`src/rtl/tt_um_mux_arbiter.sv`:
```
// Round-robin owner of a shared 4:1 multiplexed output line.
// Four requesters compete for one output bit. A winner holds the line for
// HOLD+1 cycles, or less if it drops its request. Every grant is followed by
// one dead IDLE cycle before the next arbitration.
module tt_um_mux_arbiter (
  input  logic       clk,
  input  logic       rst_n,
  input  logic       ena,
  input  logic [7:0] ui_in,
  input  logic [7:0] uio_in,
  output logic [7:0] uo_out,
  output logic [7:0] uio_out,
  output logic [7:0] uio_oe
);

  typedef enum logic {
    ST_IDLE  = 1'b0,
    ST_GRANT = 1'b1
  } state_t;

  // Field views of the input pins
  logic [3:0] data_in;
  logic [3:0] hold_in;
  logic [3:0] req_in;

  assign data_in = ui_in[3:0];
  assign hold_in = ui_in[7:4];
  assign req_in  = uio_in[3:0];

  // uio_in[7:4] carries nothing. It is consumed here so that it is not left floating.
  logic unused_uio_hi;
  assign unused_uio_hi = &{1'b0, uio_in[7:4]};

  // Registered state
  state_t     state_q, state_d;
  logic [1:0] sel_q,   sel_d;
  logic [1:0] last_q,  last_d;
  logic [3:0] cnt_q,   cnt_d;

  // Round-robin pick
  logic [1:0] winner;
  logic       winner_found;
  logic [1:0] cand;

  // Scan LAST+1 .. LAST+4 (mod 4). The first live request wins.
  // LAST itself is checked last, so the previous owner only wins again
  // when nobody else is asking.
  always_comb begin
    winner       = last_q;
    winner_found = 1'b0;
    cand         = '0;
    for (int k = 1; k < 5; k++) begin
      cand = last_q + 2'(k);
      if (!winner_found && req_in[cand]) begin
        winner       = cand;
        winner_found = 1'b1;
      end
    end
  end

  // Next-state logic. In GRANT, ena is checked first, then early release,
  // then the end of the hold window.
  always_comb begin
    state_d = state_q;
    sel_d   = sel_q;
    last_d  = last_q;
    cnt_d   = cnt_q;
    case (state_q)
      ST_IDLE: begin
        if (ena && winner_found) begin
          sel_d   = winner;
          last_d  = winner;
          cnt_d   = hold_in;
          state_d = ST_GRANT;
        end
      end
      ST_GRANT: begin
        if (!ena) begin
          state_d = ST_IDLE;
        end else if (!req_in[sel_q]) begin
          state_d = ST_IDLE;
        end else if (cnt_q == 4'd0) begin
          state_d = ST_IDLE;
        end else begin
          cnt_d = cnt_q - 4'd1;
        end
      end
      default: begin
        state_d = ST_IDLE;
      end
    endcase
  end

  // State register. After reset LAST=3, so channel 0 is scanned first.
  always_ff @(posedge clk or negedge rst_n) begin
    if (!rst_n) begin
      state_q <= ST_IDLE;
      sel_q   <= 2'd0;
      last_q  <= 2'd3;
      cnt_q   <= 4'd0;
    end else begin
      state_q <= state_d;
      sel_q   <= sel_d;
      last_q  <= last_d;
      cnt_q   <= cnt_d;
    end
  end

  // Outputs are decoded from registered state. The data bit is a live mux path.
  logic       busy;
  logic [3:0] gnt;
  logic       data_out;

  assign busy = (state_q == ST_GRANT);

  genvar gi;
  generate
    for (gi = 0; gi < 4; gi++) begin : g_gnt
      assign gnt[gi] = busy & (sel_q == 2'(gi));
    end
  endgenerate

  assign data_out = busy & data_in[sel_q];

  assign uo_out  = {gnt, busy, sel_q, data_out};
  assign uio_out = 8'h00;
  assign uio_oe  = 8'h00;

endmodule

```
`config.mk`:
```
export PLATFORM = sky130hd
export DESIGN_NAME = tt_um_mux_arbiter
export DESIGN_NICKNAME = d
export VERILOG_FILES = /design/src/rtl/tt_um_mux_arbiter.sv
export SDC_FILE = /design/constraint.sdc
export NUM_CORES = 1
export LEC_CHECK = 0
export ABC_CLOCK_PERIOD_IN_PS = 2800
export CORE_MARGIN = 2
export CORE_UTILIZATION = 38
export DETAILED_ROUTE_END_ITERATION = 7
export PLACE_DENSITY = 0.86
export SLEW_MARGIN = 30
export SYNTH_ARGS = -nofsm -noshare
export SYNTH_HDL_FRONTEND = slang
export SYNTH_SLANG_ARGS = --single-unit
```
`constraint.sdc`:
```
create_clock -name clk -period 2.8 [get_ports clk]
set_clock_uncertainty 0.15 [all_clocks]
set_input_delay 0.42 -clock clk [delete_from_list [all_inputs] [get_ports clk]]
set_output_delay 0.42 -clock clk [all_outputs]
set_load 0.02 [all_outputs]
```
Word-level counts from Yosys, hierarchy flattened
Index checks and enable logic that the tools add are counted.

$lt $le $gt $ge: 5. Mux-type cells: 30. Reductions and logical operators: 11. Eq/ne operators: 7. Bitwise gates (word level): 6. Add/subtract/negate cells: 4.

Operators by type and width (number): $mux W4 (4); $lt A2 B3 Y1 const B (5); $mux W1 (14); $bmux W1 S2 (6); $mux W2 (4); $pmux W4 S2 (1); $ne A2 B2 Y1 const B (3); $and A1 B1 Y1 (5); $add A2 B2 Y2 const B (2); $eq A2 B2 Y1 const B (2); $logic_and A1 B1 Y1 (4); $logic_not A4 Y1 (1); $reduce_and A4 Y1 (1); $sub A4 B1 Y4 const B (1); $logic_not A1 Y1 (3); $add A2 B1 Y2 const B (1); $eq A2 B1 Y1 const B (1); $logic_not A2 Y1 (1); $ne A2 B1 Y1 const B (1); $pmux W1 S2 (1); $reduce_and A2 Y1 (1); $not A1 Y1 (1).

Output and inout port bits: 24. Logic and storage cells: 67. Input port bits: 19. Bits in registers: 9.

Logic depth before layout (Yosys ltp)
Gate-level depths: netlist (run 1).

Depth after elaboration: 16. Depth in mapped cells: 5. Mapped depth without buffers: 5.

Least setup slack after synthesis (run 1)
Ideal clock, no wire load.

Kind: reg-to-reg. From: register sel_q[1]. To: register cnt_q[3]. Period minus slack after synthesis: 2.033 ns. Arrival: 1.758 ns. Data required time: 2.525 ns. Slack: 0.767 ns. Cell stages (with the launch flop): 4. Cells stage by stage: dfrtp_1 > mux4_2 > a32oi_4 > mux2_4.

Longest elaborated chain between the ends: 4.

Ends and longest elaborated chain: from (decl) (line 36) `logic [1:0] sel_q, sel_d;`; from (signal assigned) (line 103) `sel_q <= sel_d;`; $bmux W1 S2 (line 80) `end else if (!req_in[sel_q]) begin`; $mux W1 (not written as such) (line 80); $ne A2 B1 Y1 (no source line); $reduce_and A4 Y1 (no source line); to (signal assigned) (line 105) `cnt_q <= cnt_d;`; to (decl) (line 38) `logic [3:0] cnt_q, cnt_d;`.

No other way between the ends. The select of a mux whose other input is x is not followed. A chain may end at the register's enable or synchronous reset.

Final worst setup path (run 1)
From: register sel_q[0]. To: output port uo_out[0].

Longest elaborated chain between the ends: 3.

Ends and longest elaborated chain: $bmux W1 S2 (line 123) `assign data_out = busy & data_in[sel_q];`; $mux W1 (not written as such) (line 123); $and A1 B1 Y1 (line 123); to (decl) (line 11) `output logic [7:0] uo_out,`.

No other way between the ends. The select of a mux whose other input is x is not followed.

==> results_dict.tcl, run 1 <==
set metrics [dict create \
    status "finished, final reports clean" \
    grt_pass1_wl_um 2500 \
    ioPinCount 43 \
    die_h_um 49.2 \
    place_ws_ns 0.231 \
    yosys_warnings 0 \
    htree_levels 1 \
    cts_setup_buffers 0 \
    max_freq_ghz 0.388 \
    cp_max_fo 8 \
    setup_tns_ns 0 \
    cts_hold_buf 0 \
    required_ns 2.23 \
    clk_path_buf_depth 2 \
    insertion_delay_ns 0.27 \
    setup_viol 0 \
    layout-drive-gt1-share 0.119 \
    cts.sinks 9 \
    ant_nets 0 \
    synth_fa_ha_area_frac 0.0322 \
    drt-pass1-iter-count 4 \
    antenna_cells 0 \
    r2r-start "cnt_q[0]" \
    avgRoutedWirePerCell_um 13.0 \
    postCtsResizedCells 0 \
    clkTransAtPathRegs_ns 0.06 \
    synth_top_family_by_area "buffers and inverters" \
    synth_cell_types 32 \
    leakage_uw 0.000437 \
    dieWidth_um 49.2 \
    ctsRootBufferMaster "clkbuf_4" \
    synth-xor-area-share 0.0113 \
    cp-start-kind "register" \
    yosys.area_share.simple 0.147 \
    regToRegSetupSlack_ns 0.69 \
    fin_crit_ns 2.57 \
    ir_worst_vdd_v 0.000377 \
    vias 623 \
    cts_tree "built" \
    critPathCaptureType "output port" \
    finalCritPeriodShare 0.919 \
    grtUsageTotal 0.141 \
    die_area_mm2 0.00242 \
    worstPathArrival_ns 2.00 \
    portBuffers 22 \
    wl_um 1670 \
    rr_endpoint "cnt_q[3]" \
    hpwlAfterDp_um 1310 \
    post_synth.cell_area_avg_um2 9.84 \
    syn_to_final_growth_pct 25.4 \
    drtIter0Drc 4 \
    remaining_drc_errors 0 \
    antenna_found_initial 0 \
    avgViaCountPerCell 4.87 \
    setup_ws_ns 0.226 \
    r2r_cells 5 \
    rows 16 \
    gp_congestion 0.748 \
    cts_made_buffers 3 \
    drv_slew 0 \
    grt_max_degree 16 \
    maxCapViolCount 0 \
    initial_core_util 0.400 \
    yosysSeqAreaShare 0.293 \
    critPathKind "reg2out" \
    power.total_uw 859 \
    grt-ovfl-total 0 \
    hp-class "in2async" \
    synth_compound_area_frac 0.161 \
    timing.hold.ws_ns 0.298 \
    coreArea_mm2 0.00194 \
    grt_pass1_vias 563 \
    hold_viol_final 0 \
    rsz0062_at_grt "false" \
    power_density_mw_per_mm2 881 \
    ys_ff_latch 9 \
    syn-cell-area_um2 777 \
    synth_mux_area_frac 0.148 \
    syn_inst 79 \
    nets 123 \
]
==> kinds of logic (layout without fill, tap and decap cells) <==
group	count (synthesis)	in the layout
flip-flops	9	9
multiplexers	8	8
XOR/XNOR	1	1
AND/OR/NAND/NOR	19	19
adder cells (fa/ha/maj)	2	2
AO/OA/AOI/OAI	15	15
buffers and inverters	24	31
other	1	16
==> area by class of cell <==
type / count / area, um2
multi-input cells: 61 / 448
fillers: 189 / 967
clock buffers: 4 / 26.3
repair buffers: 22 / 220
inverters: 5 / 18.8
flip-flops and latches: 9 / 228
well taps: 27 / 33.8
==> report_power, final <==
group / leakage [uW] / switching [uW] / internal, uW
Clock: 0.0000150 / 49.8 / 55.2
Combinational: 0.000320 / 204 / 239
Sequential: 0.000102 / 107 / 204
==> per-layer routing <==
layer	up-vias	share of wire	GRT usage
met2	27	0.51	0.232
met4	0	0.025	0.114
met3	4	0.064	0.0399
met1	299	0.40	0.149
li1	293	-	-
met5	-	0	0
==> worst max-delay path, stage by stage (launching register included) <==
cell	delay (ns)
dfrtp_1	0.50
mux4_2	0.54
and2_1	0.17
clkdlybuf4s50_1	0.53
==> sequential cells by signal, indices dropped and copies added, names as in the netlist <==
register and flops:
sel_q 2, cnt_q 4, busy 1, last_q 2
==> cells in the final DEF, fill, tap and decap left out, drive strengths merged, types with 2 or more instances in the layout <==
cell type / count
and2: 2
dfrtp: 7
mux2: 2
mux2i: 4
dfstp: 2
a21oi: 3
nor2: 3
o21ai: 2
a31oi: 2
a32oi: 2
mux4: 2
ha: 2
clkbuf: 4
inv: 5
or3b: 2
or4: 2
conb: 16
clkdlybuf4s50: 22
o2bb2ai: 2
nand2: 4
==> worst max path at each step <==
stage	slack, ns	start	cells past startpoint	endpoint
final	0.23	sel_q[0]	3	uo_out[0]
after global routing	0.17	sel_q[0]	3	uo_out[0]
after detailed placement	0.23	ui_in[3]	4	uo_out[0]
after global placement	0.28	ui_in[3]	4	uo_out[0]
after CTS	0.20	sel_q[0]	3	uo_out[0]
after floorplan	0.77	sel_q[1]	3	cnt_q[3]
==> synth_stat cells (all sizes together) <==
cell,count,area (um2)
nor2,3,11.3
nand2,4,15.0
or3b,2,17.5
or4,2,15.0
buf,18,135
o221ai,1,8.76
nand2b,1,6.26
and3,1,6.26
o2bb2ai,2,17.5
a31oi,2,12.5
o211a,1,10.0
xnor2,1,8.76
and2,2,12.5
nor2b,1,6.26
clkbuf,1,3.75
o31ai,1,7.51
dfstp,2,52.6
a21o,1,7.51
o21ai,2,10.0
dfrtp,7,175
conb,1,3.75
a21oi,3,15.0
mux2,2,30.0
or2b,1,7.51
mux2i,4,40.0
a32oi,2,36.3
inv,5,18.8
nor3b,1,7.51
ha,2,25.0
mux4,2,45.0
and3b,1,8.76
==> per-stage QoR <==
stage | std cells | area, um2 | util
after CTS | 128 | 975 | 0.502
after detailed placement | 124 | 948 | 0.488
after global placement | 124 | 948 | 0.488
final | 128 | 975 | 0.502
after floorplan | 94 | 833 | -
after global routing | 128 | 975 | 0.502
Power figures use the tool's default switching activity.
==> inputs of run 2 (changes only) <==
- CELL_PAD_IN_SITES_DETAIL_PLACEMENT: default -> 0
- CELL_PAD_IN_SITES_GLOBAL_PLACEMENT: default -> 1
- CORE_MARGIN: 2 -> default
- CORE_UTILIZATION: 38 -> 27
- PLACE_DENSITY: 0.86 -> 0.85
==> results_dict.tcl, run 2 (synthesized netlist as in run 1, its figures left out) <==
set metrics [dict create \
    status "finished, final reports clean" \
    hold_viol_final 0 \
    dpl_cell_area_um2 953 \
    cts_hold_buf 0 \
    use_met3 0.0256 \
    die_h_um 55.6 \
    maxCapViolCount 0 \
    insertion_delay_ns 0.25 \
    required_ns 2.23 \
    critPathCaptureType "output port" \
    largestRegisters "cnt_q (4), last_q (2), sel_q (2)" \
    dp.cells 128 \
    antenna_found_initial 0 \
    worstPathArrival_ns 1.96 \
    ir_worst_vdd_v 0.000348 \
    post-route-util 0.358 \
    leakage_uw 0.000437 \
    layout-drive-gt1-share 0.119 \
    clkTransAtPathRegs_ns 0.06 \
    use_met2 0.172 \
    met1_usage 0.112 \
    grtUsageTotal 0.100 \
    portBuffers 22 \
    fin_crit_ns 2.53 \
    htree_levels 1 \
    initial_core_util 0.284 \
    clk_path_buf_depth 2 \
    setup_tns_ns 0 \
    rsz0062_at_grt "false" \
    hpwlAfterDp_um 1200 \
    cp_max_fo 1 \
    cts_made_buffers 3 \
    postCtsResizedCells 0 \
    gp_congestion 0.836 \
    mostFrequentLayoutCell "clkdlybuf4s50_1" \
    cp-start-kind "primary input" \
    cts.sinks 9 \
    avgViaCountPerCell 4.61 \
    remaining_drc_errors 0 \
    syn_to_final_growth_pct 26.1 \
    ctsRootBufferMaster "clkbuf_4" \
    r2r-start "cnt_q[0]" \
    ant_nets 0 \
    antenna_cells 0 \
    rr_endpoint "cnt_q[3]" \
    drt-pass1-iter-count 4 \
    dieWidth_um 55.6 \
    cts_setup_buffers 0 \
    regToRegSetupSlack_ns 0.67 \
    coreArea_mm2 0.00273 \
    nets 123 \
    grt_pass1_vias 584 \
    ioPinCount 43 \
    drtIter0Drc 7 \
    power.total_uw 850 \
    max_freq_ghz 0.395 \
    grt_pass1_wl_um 2430 \
    avgRoutedWirePerCell_um 11.4 \
    wl_um 1500 \
    mostFrequentLayoutCells "clkdlybuf4s50_1, conb_1, dfrtp_1, inv_1" \
    top_register "cnt_q" \
    grt_busiest_layer "met2" \
    grt_max_degree 16 \
    largest_register_ffs 4 \
    cts_tree "built" \
    vias 609 \
    final_cell_count_no_fill 132 \
    die_area_mm2 0.00310 \
    grt-ovfl-total 0 \
    setup_viol 0 \
    critPathKind "in2out" \
    finalCritPeriodShare 0.905 \
    drv_slew 0 \
    design_area_um2 980 \
    power_density_mw_per_mm2 867 \
    r2r_cells 5 \
    rows 19 \
    hp-class "in2async" \
]
## run 2: cell counts in the layout (fill, tap and decap cells not counted)
Identical to the previous run, type by type.
## run 2: worst max-delay path: stages
cell,delay (ns)
clkdlybuf4s50_1,0.40
mux4_2,0.46
and2_1,0.16
clkdlybuf4s50_1,0.53
## run 2: how the worst max path moves through the flow
stage / from / end / slack (ns) / cells after the start
3_3_place_gp: ui_in[3] / uo_out[0] / 0.28 / 4
3_5_place_dp: ui_in[3] / uo_out[0] / 0.26 / 4
2_1_floorplan: sel_q[1] / cnt_q[3] / 0.77 / 3
4_1_cts: ui_in[1] / uo_out[0] / 0.25 / 4
5_1_grt: sel_q[0] / uo_out[0] / 0.18 / 3
6_report: ui_in[3] / uo_out[0] / 0.27 / 4
## run 2: layout make-up
type	count	area, um2
timing repair buffer	22	220
inverter	5	18.8
fill	285	1750
clock buffer	4	26.3
multi-input combinational	61	448
sequential	9	228
tap	31	38.8
## run 2: power breakdown
part           switching, uW  internal, uW
logic                    205           239
clock network           44.4          54.8
registers                102           204
## run 2: per-stage QoR
stage / setup slack [ns] / hold WS, ns
2_1_floorplan: 0.767 / -0.0256
3_3_place_gp: 0.278 / 0.354
3_5_place_dp: 0.256 / 0.355
4_1_cts: 0.254 / 0.322
5_1_grt: 0.182 / 0.328
6_report: 0.267 / 0.313
## run 2: metal layers
| layer | vias to the layer above | share of wire |
|---|---|---|
| li1 | 292 | - |
| met5 | - | 0 |
| met4 | 0 | 0.019 |
| met1 | 283 | 0.41 |
| met3 | 2 | 0.070 |
| met2 | 32 | 0.50 |
